`config.mk`:
```
export PLATFORM = sky130hd
export DESIGN_NAME = hazard_stall_ctrl
export DESIGN_NICKNAME = d
export VERILOG_FILES = /design/src/rtl/hazard_pkg.sv /design/src/rtl/reg_use_decode.sv /design/src/rtl/hazard_stall_ctrl.sv
export SDC_FILE = /design/constraint.sdc
export NUM_CORES = 1
export LEC_CHECK = 0
export ABC_AREA = 1
export CORE_MARGIN = 2
export CORE_UTILIZATION = 50
export CTS_CLUSTER_DIAMETER = 200
export DETAILED_ROUTE_END_ITERATION = 8
export PLACE_DENSITY = 0.86
export SYNTH_ARGS = -nofsm -noshare
export SYNTH_HDL_FRONTEND = slang
export SYNTH_SLANG_ARGS = --single-unit
```
`constraint.sdc`:
```
create_clock -name clk -period 2.6 [get_ports clk]
set_input_delay 0.26 -clock clk [delete_from_list [all_inputs] [get_ports clk]]
set_output_delay 0.26 -clock clk [all_outputs]
set_load 0.1 [all_outputs]
```
`src/rtl/hazard_pkg.sv`:
```
// +----------------------------------------------------------------------------+
// | hazard_pkg                                                                 |
// | Opcodes, format codes and scoreboard entry type for the decode interlock.  |
// | Revision: 1.0                                                              |
// +----------------------------------------------------------------------------+
`default_nettype none

package hazard_pkg;

  localparam int REG_W = 3;

  localparam logic [1:0] FMT_J  = 2'd0;
  localparam logic [1:0] FMT_I1 = 2'd1;
  localparam logic [1:0] FMT_I2 = 2'd2;
  localparam logic [1:0] FMT_R  = 2'd3;

  localparam logic [REG_W-1:0] LINK_REG = 3'd7;

  localparam logic [4:0] OP_HALT  = 5'b00000;
  localparam logic [4:0] OP_NOP   = 5'b00001;
  localparam logic [4:0] OP_J     = 5'b00100;
  localparam logic [4:0] OP_JR    = 5'b00101;
  localparam logic [4:0] OP_JAL   = 5'b00110;
  localparam logic [4:0] OP_JALR  = 5'b00111;
  localparam logic [4:0] OP_ADDI  = 5'b01000;
  localparam logic [4:0] OP_SUBI  = 5'b01001;
  localparam logic [4:0] OP_XORI  = 5'b01010;
  localparam logic [4:0] OP_ANDNI = 5'b01011;
  localparam logic [4:0] OP_BEQZ  = 5'b01100;
  localparam logic [4:0] OP_BNEZ  = 5'b01101;
  localparam logic [4:0] OP_BLTZ  = 5'b01110;
  localparam logic [4:0] OP_BGEZ  = 5'b01111;
  localparam logic [4:0] OP_ST    = 5'b10000;
  localparam logic [4:0] OP_LD    = 5'b10001;
  localparam logic [4:0] OP_SLBI  = 5'b10010;
  localparam logic [4:0] OP_STU   = 5'b10011;
  localparam logic [4:0] OP_ROLI  = 5'b10100;
  localparam logic [4:0] OP_SLLI  = 5'b10101;
  localparam logic [4:0] OP_RORI  = 5'b10110;
  localparam logic [4:0] OP_SRLI  = 5'b10111;
  localparam logic [4:0] OP_LBI   = 5'b11000;
  localparam logic [4:0] OP_BTR   = 5'b11001;
  localparam logic [4:0] OP_SHF   = 5'b11010;
  localparam logic [4:0] OP_ALU   = 5'b11011;
  localparam logic [4:0] OP_SEQ   = 5'b11100;
  localparam logic [4:0] OP_SLT   = 5'b11101;
  localparam logic [4:0] OP_SLE   = 5'b11110;
  localparam logic [4:0] OP_SCO   = 5'b11111;

  typedef struct packed {
    logic             valid;
    logic             wr;
    logic [REG_W-1:0] dst;
    logic             is_load;
  } sb_entry_t;

  // True when a live, writing entry targets either enabled source register.
  function automatic logic entry_hit(input sb_entry_t e,
                                     input logic a_en, input logic [REG_W-1:0] a,
                                     input logic b_en, input logic [REG_W-1:0] b);
    return e.valid & e.wr & ((a_en & (a == e.dst)) | (b_en & (b == e.dst)));
  endfunction

endpackage

`default_nettype wire

```
`src/rtl/reg_use_decode.sv`:
```
// +----------------------------------------------------------------------------+
// | reg_use_decode                                                             |
// | Combinational format / source / destination extraction for the ID stage.  |
// | Revision: 1.0                                                              |
// +----------------------------------------------------------------------------+
`default_nettype none

module reg_use_decode import hazard_pkg::*; #(
  parameter int NREG_BITS = 3
) (
  input  logic [15:0]          instr,
  output logic [1:0]           fmt,
  output logic                 rd_a_en,
  output logic [NREG_BITS-1:0] rd_a,
  output logic                 rd_b_en,
  output logic [NREG_BITS-1:0] rd_b,
  output logic                 wr_en,
  output logic [NREG_BITS-1:0] wr_dst,
  output logic                 is_load
);

  logic [4:0] w_op;
  assign w_op = instr[15:11];

  always_comb begin
    fmt     = FMT_J;
    rd_a_en = 1'b0;
    rd_a    = instr[10:8];
    rd_b_en = 1'b0;
    rd_b    = instr[7:5];
    wr_en   = 1'b0;
    wr_dst  = '0;
    is_load = 1'b0;
    case (w_op)
      OP_JAL: begin
        wr_en  = 1'b1;
        wr_dst = LINK_REG;
      end
      OP_ADDI, OP_SUBI, OP_XORI, OP_ANDNI,
      OP_ROLI, OP_SLLI, OP_RORI, OP_SRLI, OP_LD: begin
        fmt     = FMT_I1;
        rd_a_en = 1'b1;
        wr_en   = 1'b1;
        wr_dst  = instr[7:5];
        is_load = (w_op == OP_LD);
      end
      OP_ST: begin
        fmt     = FMT_I1;
        rd_a_en = 1'b1;
        rd_b_en = 1'b1;
      end
      OP_STU: begin
        fmt     = FMT_I1;
        rd_a_en = 1'b1;
        rd_b_en = 1'b1;
        wr_en   = 1'b1;
        wr_dst  = instr[10:8];
      end
      OP_LBI: begin
        fmt    = FMT_I2;
        wr_en  = 1'b1;
        wr_dst = instr[10:8];
      end
      OP_SLBI: begin
        fmt     = FMT_I2;
        rd_a_en = 1'b1;
        wr_en   = 1'b1;
        wr_dst  = instr[10:8];
      end
      OP_JR, OP_BEQZ, OP_BNEZ, OP_BLTZ, OP_BGEZ: begin
        fmt     = FMT_I2;
        rd_a_en = 1'b1;
      end
      OP_JALR: begin
        fmt     = FMT_I2;
        rd_a_en = 1'b1;
        wr_en   = 1'b1;
        wr_dst  = LINK_REG;
      end
      OP_BTR: begin
        fmt     = FMT_R;
        rd_a_en = 1'b1;
        wr_en   = 1'b1;
        wr_dst  = instr[4:2];
      end
      OP_SHF, OP_ALU, OP_SEQ, OP_SLT, OP_SLE, OP_SCO: begin
        fmt     = FMT_R;
        rd_a_en = 1'b1;
        rd_b_en = 1'b1;
        wr_en   = 1'b1;
        wr_dst  = instr[4:2];
      end
      // HALT, NOP, J and undefined opcodes use no registers.
      default: ;
    endcase
  end

endmodule

`default_nettype wire

```
`src/rtl/hazard_stall_ctrl.sv`:
```
// +----------------------------------------------------------------------------+
// | hazard_stall_ctrl                                                          |
// | Decode-stage RAW interlock with a 3-entry EX/MEM/WB destination scoreboard.|
// | Optional macro HAZARD_FWD_EN: forwarding present, only load-use stalls.    |
// | Revision: 1.0                                                              |
// +----------------------------------------------------------------------------+
`default_nettype none

module hazard_stall_ctrl import hazard_pkg::*; #(
  parameter int RF_BYPASS = 1,
  parameter int NREG_BITS = 3
) (
  input  logic        clk,
  input  logic        rst_n,
  input  logic [15:0] id_instr,
  input  logic        id_valid,
  input  logic        flush,
  input  logic        hold,
  output logic        stall,
  output logic        id_fire,
  output logic [1:0]  hz_src
);

  logic [1:0]           w_fmt;
  logic                 w_rd_a_en;
  logic [NREG_BITS-1:0] w_rd_a;
  logic                 w_rd_b_en;
  logic [NREG_BITS-1:0] w_rd_b;
  logic                 w_wr_en;
  logic [NREG_BITS-1:0] w_wr_dst;
  logic                 w_is_load;

  reg_use_decode #(.NREG_BITS(NREG_BITS)) u_decode (
    .instr   (id_instr),
    .fmt     (w_fmt),
    .rd_a_en (w_rd_a_en),
    .rd_a    (w_rd_a),
    .rd_b_en (w_rd_b_en),
    .rd_b    (w_rd_b),
    .wr_en   (w_wr_en),
    .wr_dst  (w_wr_dst),
    .is_load (w_is_load)
  );

  sb_entry_t r_ex, r_mem, r_wb;
  sb_entry_t w_dec;
  logic      r_run;
  logic      w_live, w_hazard, w_ex_hit, w_mw_hit, w_wb_hit;

  assign w_dec = '{valid: 1'b1, wr: w_wr_en, dst: w_wr_dst, is_load: w_is_load};

  generate
    if (RF_BYPASS == 0) begin : g_wb_chk
      assign w_wb_hit = entry_hit(r_wb, w_rd_a_en, w_rd_a, w_rd_b_en, w_rd_b);
    end else begin : g_wb_byp
      assign w_wb_hit = 1'b0;
    end
  endgenerate

`ifdef HAZARD_FWD_EN
  assign w_ex_hit = r_ex.is_load & entry_hit(r_ex, w_rd_a_en, w_rd_a, w_rd_b_en, w_rd_b);
  assign w_mw_hit = 1'b0;
`else
  assign w_ex_hit = entry_hit(r_ex, w_rd_a_en, w_rd_a, w_rd_b_en, w_rd_b);
  assign w_mw_hit = entry_hit(r_mem, w_rd_a_en, w_rd_a, w_rd_b_en, w_rd_b) | w_wb_hit;
`endif

  // r_run keeps the outputs quiet from reset assertion until the first edge after release.
  assign w_live   = r_run & id_valid & ~flush;
  assign w_hazard = w_ex_hit | w_mw_hit;
  assign stall    = w_live & w_hazard;
  assign id_fire  = w_live & ~w_hazard & ~hold;
  assign hz_src   = {w_mw_hit, w_ex_hit} & {2{w_live}};

  always_ff @(posedge clk or negedge rst_n) begin
    if (!rst_n) begin
      r_run <= 1'b0;
      r_ex  <= '0;
      r_mem <= '0;
      r_wb  <= '0;
    end else begin
      r_run <= 1'b1;
      if (!hold) begin
        r_wb  <= r_mem;
        r_mem <= r_ex;
        r_ex  <= id_fire ? w_dec : '0;
      end
    end
  end

  logic w_unused;
  assign w_unused = ^{w_fmt, r_ex.is_load, r_mem, r_wb, w_wb_hit};

endmodule

`default_nettype wire

```
After elaboration in Yosys (flattened, before gate mapping)
Index checks and enable logic that the tools add are counted.

storage, ports and cells
  flip-flop bits (word level) = 11
  bits of input ports = 21
  output and inout bits = 4
  word-level logic and storage cells = 71

cells by class
  equal/unequal tests = 31
  reductions and logical operators = 7
  bitwise gates (word level) = 20
  multiplexer cells = 6

operators with widths
  cell                number
  $eq 5x5->1 const B  16
  $eq 5x4->1 const B  8
  $reduce_or 25->1    1
  $reduce_or 21->1    1
  $eq 5x3->1 const B  3
  $and 1x1->1         13
  $eq 3x3->1          4
  $pmux 3 s4          1
  $reduce_or 9->1     1
  $reduce_or 8->1     1
  $reduce_or 7->1     1
  $mux 6              1
  $mux 1              4
  $not 1->1           3
  $or 1x1->1          3
  $reduce_or 3->1     1
  $and 2x2->2         1
  $reduce_or 2->1     1

Logic depth before layout (Yosys ltp)
Gate-level depths: netlist of the first run.

  depth after elaboration = 11
  mapped depth = 13
  depth with buffers taken out = 13

Hierarchy
Synthesis of the first run repeated with hierarchy kept, for this count alone.

second synthesis, totals
  cells, all modules = 183
  area, all modules = 1,047.3 µm²

by module, submodules not included
  module             cells an instance  area an instance (µm²)  times used  seq. area each (µm²)
  hazard_stall_ctrl  111                711.9                   1           275.3
  reg_use_decode     72                 335.3                   1           0.0

Least setup slack after synthesis of the first run
Ideal clock, no wire load.

  kind = reg2out
  start point = register r_mem[3] (netlist bit)
  end point = output hz_src[1]
  data required time = 2.340 ns
  path buffers = 0
  arrival = 2.169 ns
  stages on the path, launching flop included = 7
  setup slack = 0.171 ns
  cells stage by stage = dfrtp_1 -> xor2_1 -> nor3_1 -> nand2_1 -> nand2_1 -> nand2_2 -> nor2_1

between the ends
  cells in the longest elaborated chain, start to end = 5
  elaborated cells between the ends (all ways) = 7
  those cells by class = 2 x eq/ne; 5 x bitwise

ends and longest elaborated chain
  element                 line                     text
  from (decl)             hazard_stall_ctrl.sv:45  sb_entry_t r_ex, r_mem, r_wb;
  from (signal assigned)  hazard_stall_ctrl.sv:85  r_mem <= r_ex;
  $eq 3x3->1              hazard_pkg.sv:61         return e.valid & e.wr & ((a_en & (a == e.dst)) | (b_en & (b == e.dst)));
  $and 1x1->1             hazard_pkg.sv:61
  $or 1x1->1 *            hazard_pkg.sv:61
  $and 1x1->1 *           hazard_pkg.sv:61
  $and 2x2->2 *           hazard_stall_ctrl.sv:73  assign hz_src = {w_mw_hit, w_ex_hit} & {2{w_live}};
  to (decl)               hazard_stall_ctrl.sv:21  output logic [1:0] hz_src

Mark *: on every way between the ends. The rest lies on a longest branch, timed or not.

Final worst setup path of the first run
  start point = input id_instr[15]
  end point = output stall

between the ends
  cells in the longest elaborated chain, start to end = 8
  elaborated cells between the ends (all ways) = 39
  those cells by class = 25 x eq/ne; 2 x mux; 10 x bitwise; 2 x reduce/logical

ends and longest elaborated chain
  element                                                               line                     text
  from (decl)                                                           hazard_stall_ctrl.sv:15  input logic [15:0] id_instr,
  $eq 5x3->1 (tied with other cells)                                    reg_use_decode.sv:34     case (w_op)
  $reduce_or 25->1 (no line) / $reduce_or 8->1 (equally long branches)  -
  $mux 1                                                                reg_use_decode.sv:34
  $and 1x1->1                                                           hazard_pkg.sv:61
  $or 1x1->1                                                            hazard_pkg.sv:61
  $and 1x1->1                                                           hazard_pkg.sv:61
  $or 1x1->1 *                                                          hazard_stall_ctrl.sv:70  assign w_hazard = w_ex_hit | w_mw_hit;
  $and 1x1->1 *                                                         hazard_stall_ctrl.sv:71  assign stall = w_live & w_hazard;
  to (decl)                                                             hazard_stall_ctrl.sv:19  output logic stall,

Marks and branches as above.

==> results_dict.tcl, run 1 <==
set metrics [dict create \
    cts_root_buf "clkbuf_4" \
    p_per_area_nw_per_um2 340 \
    min_period_ns 2.36 \
    ir_worst_vdd_uv 344 \
    ys_types 25 \
    track_usage 0.213 \
    total_power_w 0.000409 \
    drtPass1Iterations 4 \
    postCtsSetupBuffers 0 \
    synth_edf_count 0 \
    cp.arrival_ns 2.10 \
    die_w_um 46.2 \
    grt-ovfl-total 0 \
    grt_pass1_wl_um 3190 \
    synth_top_cell_by_area "dfrtp_1" \
    die_y_um 46.2 \
    coreArea_sq_um 1710 \
    place_congestion 0.791 \
    synth_most_common_cell "nand2_1" \
    ys_ff_latch 11 \
    p_sw_w 0.000120 \
    finalSetupViolCount 0 \
    cts_sinks 11 \
    crit_path_start_kind "primary input" \
    routed_wl_um 2030 \
    share_seq_of_total_power 0.452 \
    post-dp-hpwl_um 1690 \
    cts.repair.resized 0 \
    maxSlewViolCount 0 \
    netlist_area_sq_um 890 \
    ys.flop_type "dfrtp_1" \
    synth_seq_area_share 0.309 \
    synth_area_leaders "dfrtp_1, nand2_1, nand4_1, xnor2_1, nor2_1" \
    power_frac_clock 0.273 \
    status "completed" \
    ctsHoldBuffers 0 \
    drt.antenna.violating_nets 0 \
    post_drt_wl_per_cell_um 11.5 \
    dr_total_vias 880 \
    clk_pin_slew_ns 0.07 \
    design.die.area_sq_um 2130 \
    h-tree-depth 1 \
    syn_nets 147 \
    max_freq_mhz 424 \
    antenna_found_initial 0 \
    syn_area_per_cell_sq_um 7.06 \
    swShare 0.292 \
    yosys_warnings 0 \
    numCtsBuffers 3 \
    fin_tns_setup_ns 0 \
    skew_ns 0.00491 \
    ioPinCount 25 \
    antennaDiodeCount 0 \
    synth_commonest_cells "nand2_1, nor2_1, dfrtp_1, nand4_1, inv_1" \
    cp_max_fo 7 \
    end_kind "primary output" \
    p_int_w 0.000290 \
    worst_hold_path_type "primary input to asynchronous set/reset pin" \
    cap_violations 0 \
    cts_tree "built" \
    insertion_delay_ns 0.26 \
    p_comb_frac 0.275 \
    grt_pass1_vias 780 \
    drc_errors 0 \
    timing.hold.ws_ns 0.317 \
    drive_gt1_frac 0.199 \
    nets 173 \
    syn2layout_area_growth_pct 35.4 \
    worstSetupPathType "primary input to primary output" \
    final_hold_viol_count 0 \
    p_leak_nw 0.591 \
    grt_max_degree 13 \
    clockBufferDepth 2 \
    min_period_over_period 0.906 \
    num_rows 15 \
    rsz0062_at_grt "false" \
    synthArstFlopShare 1.00 \
    synth.top_cell.area_share 0.309 \
    io_buffers 22 \
    fillCellCount 139 \
    viasPerCell 5.00 \
    drt_iter0_drc 21 \
    synth_cells 126 \
    required_ns 2.34 \
    initial_core_util 0.521 \
]
## logic make-up (layout without fill, tap and decap cells)
family | count (synthesis) | after routing | share of synthesized area
XOR/XNOR | 11 | 11 | 0.108
flip-flops | 11 | 11 | 0.309
AO/OA/AOI/OAI | 6 | 6 | 0.0450
buffers and inverters | 13 | 38 | 0.0548
multiplexers | 4 | 4 | 0.0506
AND/OR/NAND/NOR | 80 | 80 | 0.428
other | 1 | 1 | 0.00422
## final cells by class
cell class | count | area (sq um) | area share
multi-input cells | 102 | 566 | 0.469
flip-flops and latches | 11 | 275 | 0.228
repair buffers | 22 | 260 | 0.216
inverters | 12 | 45.0 | 0.0374
well taps | 25 | 31.3 | 0.0260
clock buffers | 3 | 22.5 | 0.0187
clock inverters | 1 | 5.00 | 0.00415
## worst max-delay path, stage by stage
cell             delay (ns)
clkdlybuf4s50_1        0.63
inv_2                  0.10
nor2_4                 0.13
nand3_2                0.09
o21ai_2                0.15
nand4_1                0.10
nand2_1                0.10
nand2_2                0.10
nand2_2                0.08
inv_2                  0.05
nor2_2                 0.12
buf_12                 0.19
## sequential cells by signal, summed over array words and instances, names as in the netlist
register  count
r_mem         5
r_run         1
r_ex          5
## cells in the final DEF (no fill, tap or decap), drive strengths merged
cell type	netlist	final
nand2	45	45
clkdlybuf4s50	0	18
nor2	16	16
inv	12	12
dfrtp	11	11
nand4	10	10
xnor2	7	7
nand3	5	5
xor2	4	4
mux2	4	4
buf	0	4
clkbuf	1	3
o21ai	3	3
nand3b	2	2
a21oi	2	2
nor3	1	1
o211ai	1	1
or2	1	1
clkinv	0	1
conb	1	1
## metal layers
layer	vias up	track usage	share of wire
li1	460	-	-
met1	400	0.236	0.43
met2	18	0.403	0.54
met3	2	0.0235	0.027
met4	0	0.0857	0.0059
met5	-	0	0
## path summary, 6_finish.rpt
check / startpoint / to / slack (ns) / depth (start not counted)
setup / recovery: id_instr[15] / stall / 0.24 / 12
hold / removal: rst_n / r_run$_DFF_PN0_ / 0.32 / 1
setup reg to reg: r_ex[1]$_DFFE_PN0N_ / r_ex[5]$_DFFE_PN0N_ / 1.19 / 11
hold reg to reg: r_ex[4]$_DFFE_PN0N_ / r_ex[4]$_DFFE_PN0N_ / 0.51 / 2
max in group asynchronous: rst_n / r_ex[2]$_DFFE_PN0N_ / 1.96 / 1
min in group clk: r_ex[4]$_DFFE_PN0N_ / r_ex[4]$_DFFE_PN0N_ / 0.51 / 2
## power groups by stage
stage / logic [W] / registers [W] / clock network [W]
after global routing: 0.000124 / 0.000186 / 0.000122
final: 0.000112 / 0.000185 / 0.000112
after detailed placement: 0.000112 / 0.000188 / 0
after CTS: 0.000113 / 0.000185 / 0.000120
after floorplan: 0.0000602 / 0.000187 / 0
after global placement: 0.000109 / 0.000188 / 0
## stage by stage
| step | setup slack [ns] | instance area (sq um) | cells | utilization |
|---|---|---|---|---|
| after floorplan | 0.171 | 890 | 126 | - |
| after global placement | 0.297 | 1180 | 172 | 0.689 |
| after detailed placement | 0.248 | 1180 | 172 | 0.689 |
| after CTS | 0.248 | 1200 | 176 | 0.705 |
| after global routing | 0.0688 | 1200 | 176 | 0.705 |
| final | 0.244 | 1200 | 176 | 0.705 |
Note: power is estimated with default switching activity, not from simulation.
==> inputs of run 2 (changes only) <==
--- a/config.mk
+++ b/config.mk
@@ -6,7 +6,6 @@
 export NUM_CORES = 1
 export LEC_CHECK = 0
 export ABC_AREA = 1
-export CORE_MARGIN = 2
 export CORE_UTILIZATION = 50
 export CTS_CLUSTER_DIAMETER = 200
 export DETAILED_ROUTE_END_ITERATION = 8
==> run 2 against run 1 <==
  * Critical endpoint is now id_fire
  * Global-route usage increased by 5.6 points
  * Core utilization is 5.6 points higher
  * Register-to-register slack worse by 0.05 ns
  * Largest power group unchanged
  * Combinational power grew 4%
  * Flip-flop and latch count did not move
  * Setup slack got worse by 0.049 ns
==> results_dict.tcl, run 2 (synthesis results as in run 1) <==
set metrics [dict create \
    fillCellCount 123 \
    r2r_end "r_ex[5]$_DFFE_PN0N_" \
    cp_cell_sequence "clkdlybuf4s50_1, inv_2, nor2_2, nand2_1, nor2_1, nor2_1, nand3_2, nand2_1, nand2_1, nand2_2, nand2_2, inv_2, nand2_2, inv_1, buf_12" \
    crit_path_max_incr_delay_ns 0.57 \
    min_period_ns 2.40 \
    drc_errors 0 \
    layout_commonest_cell "nand2_1" \
    cp_max_fo 7 \
    worstReg2RegStart "r_ex[1]$_DFFE_PN0N_" \
    grt_max_degree 13 \
    syn2layout_area_growth_pct 34.9 \
    coreArea_sq_um 1580 \
    path_delay_family "buffers and inverters" \
    required_ns 2.34 \
    dr_total_vias 947 \
    design.die.area_sq_um 1950 \
    drt.antenna.violating_nets 0 \
    p_per_area_nw_per_um2 354 \
    viasPerCell 5.64 \
    fin_tns_setup_ns 0 \
    timing.hold.ws_ns 0.323 \
    grt_busiest_layer "met2" \
    cts_sinks 11 \
    grt-ovfl-total 0 \
    initial_core_util 0.564 \
    worst-path-stages 15 \
    h-tree-depth 1 \
    met3_usage 0.0408 \
    postCtsSetupBuffers 0 \
    status "completed" \
    routed_wl_um 2310 \
    crit_slowest_cell "clkdlybuf4s50_1" \
    maxSlewViolCount 0 \
    antennaDiodeCount 0 \
    cts.repair.resized 0 \
    cts_root_buf "clkbuf_4" \
    top_regs "r_ex: 5 flops, r_mem: 5 flops, r_run: 1 flops" \
    ioPinCount 25 \
    post_drt_wl_per_cell_um 13.8 \
    total_power_w 0.000425 \
    ir_worst_vdd_uv 286 \
    worst_hold_path_type "primary input to asynchronous set/reset pin" \
    nets 174 \
    drtPass1Iterations 5 \
    clk_pin_slew_ns 0.08 \
    worstSetupPathType "primary input to primary output" \
    io_buffers 22 \
    use_met2 0.506 \
    rsz0062_at_grt "false" \
    rrSetupSlack_ns 1.14 \
    grt_util_met1 0.309 \
    min_period_over_period 0.925 \
    clockBufferDepth 2 \
    antenna_found_initial 0 \
    mostFrequentLayoutCells "nand2_1, clkdlybuf4s50_1, nor2_1" \
    drive_gt1_frac 0.197 \
    drt_iter0_drc 34 \
    finalSetupViolCount 0 \
    crit_path_start_kind "primary input" \
    ctsHoldBuffers 0 \
    post-dp-hpwl_um 1830 \
    insertion_delay_ns 0.27 \
    skew_ns 0.00215 \
    relSlewSlack 0.658 \
    cp.arrival_ns 2.14 \
    crit_buf_inv 5 \
    cap_violations 0 \
    tightest_slew_ns 0.511 \
    crit_path_end "id_fire" \
    max_freq_mhz 416 \
    die_w_um 44.2 \
    grt_pass1_wl_um 3900 \
    end_kind "primary output" \
    setup.worst_path.start "id_instr[14]" \
    num_rows 14 \
    cts_tree "built" \
    track_usage 0.269 \
    p_leak_nw 0.593 \
    place_congestion 0.806 \
    r2r_cells 11 \
    numCtsBuffers 3 \
    final_hold_viol_count 0 \
    grt_pass1_vias 958 \
    die_y_um 44.2 \
]
==> run 2: cell types whose count changed in the layout (fill, tap and decap cells not counted), sizes merged <==
cell / previous run / this run
clkinv: 1 / 0
buf: 4 / 5
clkbuf: 3 / 4
==> run 2: worst min-delay path by stage <==
| stage | from | end |
|---|---|---|
| after floorplan | rst_n | r_ex[1]$_DFFE_PN0N_ |
| after global placement | r_mem[4]$_DFFE_PN0N_ | r_mem[4]$_DFFE_PN0N_ |
| after detailed placement | r_ex[4]$_DFFE_PN0N_ | r_ex[4]$_DFFE_PN0N_ |
| after CTS | rst_n | r_ex[1]$_DFFE_PN0N_ |
| after global routing | rst_n | r_ex[1]$_DFFE_PN0N_ |
| final | rst_n | r_ex[1]$_DFFE_PN0N_ |
==> run 2: metrics by stage <==
stage                     setup WS (ns)  instance area, sq um  utilization  cells
after floorplan                   0.171                   890            -    126
after global placement            0.290                  1170        0.744    164
after detailed placement          0.228                  1170        0.744    164
after CTS                         0.195                  1200        0.761    168
after global routing             0.0485                  1200        0.761    168
final                             0.195                  1200        0.761    168
==> run 2: final cells by class <==
cell class	instances	area [sq um]	share of cell area
clock buffers	4	26.3	0.0219
inverters	12	45.0	0.0375
well taps	16	20.0	0.0167
multi-input cells	102	566	0.471
flip-flops and latches	11	275	0.229
repair buffers	23	268	0.223
==> run 2: where the power goes <==
group / switching [W] / leakage, nW / internal (W)
Sequential: 0.00000685 / 0.149 / 0.000179
Combinational: 0.0000613 / 0.429 / 0.0000551
Clock: 0.0000637 / 0.0150 / 0.0000594
Total: 0.000132 / 0.593 / 0.000293
==> run 2: metal layers <==
layer,up-vias,share of wire,wire [um]
met5,-,0,0
met4,0,0.027,63
met3,10,0.053,123
met2,37,0.51,1180
met1,443,0.41,945
li1,457,-,-
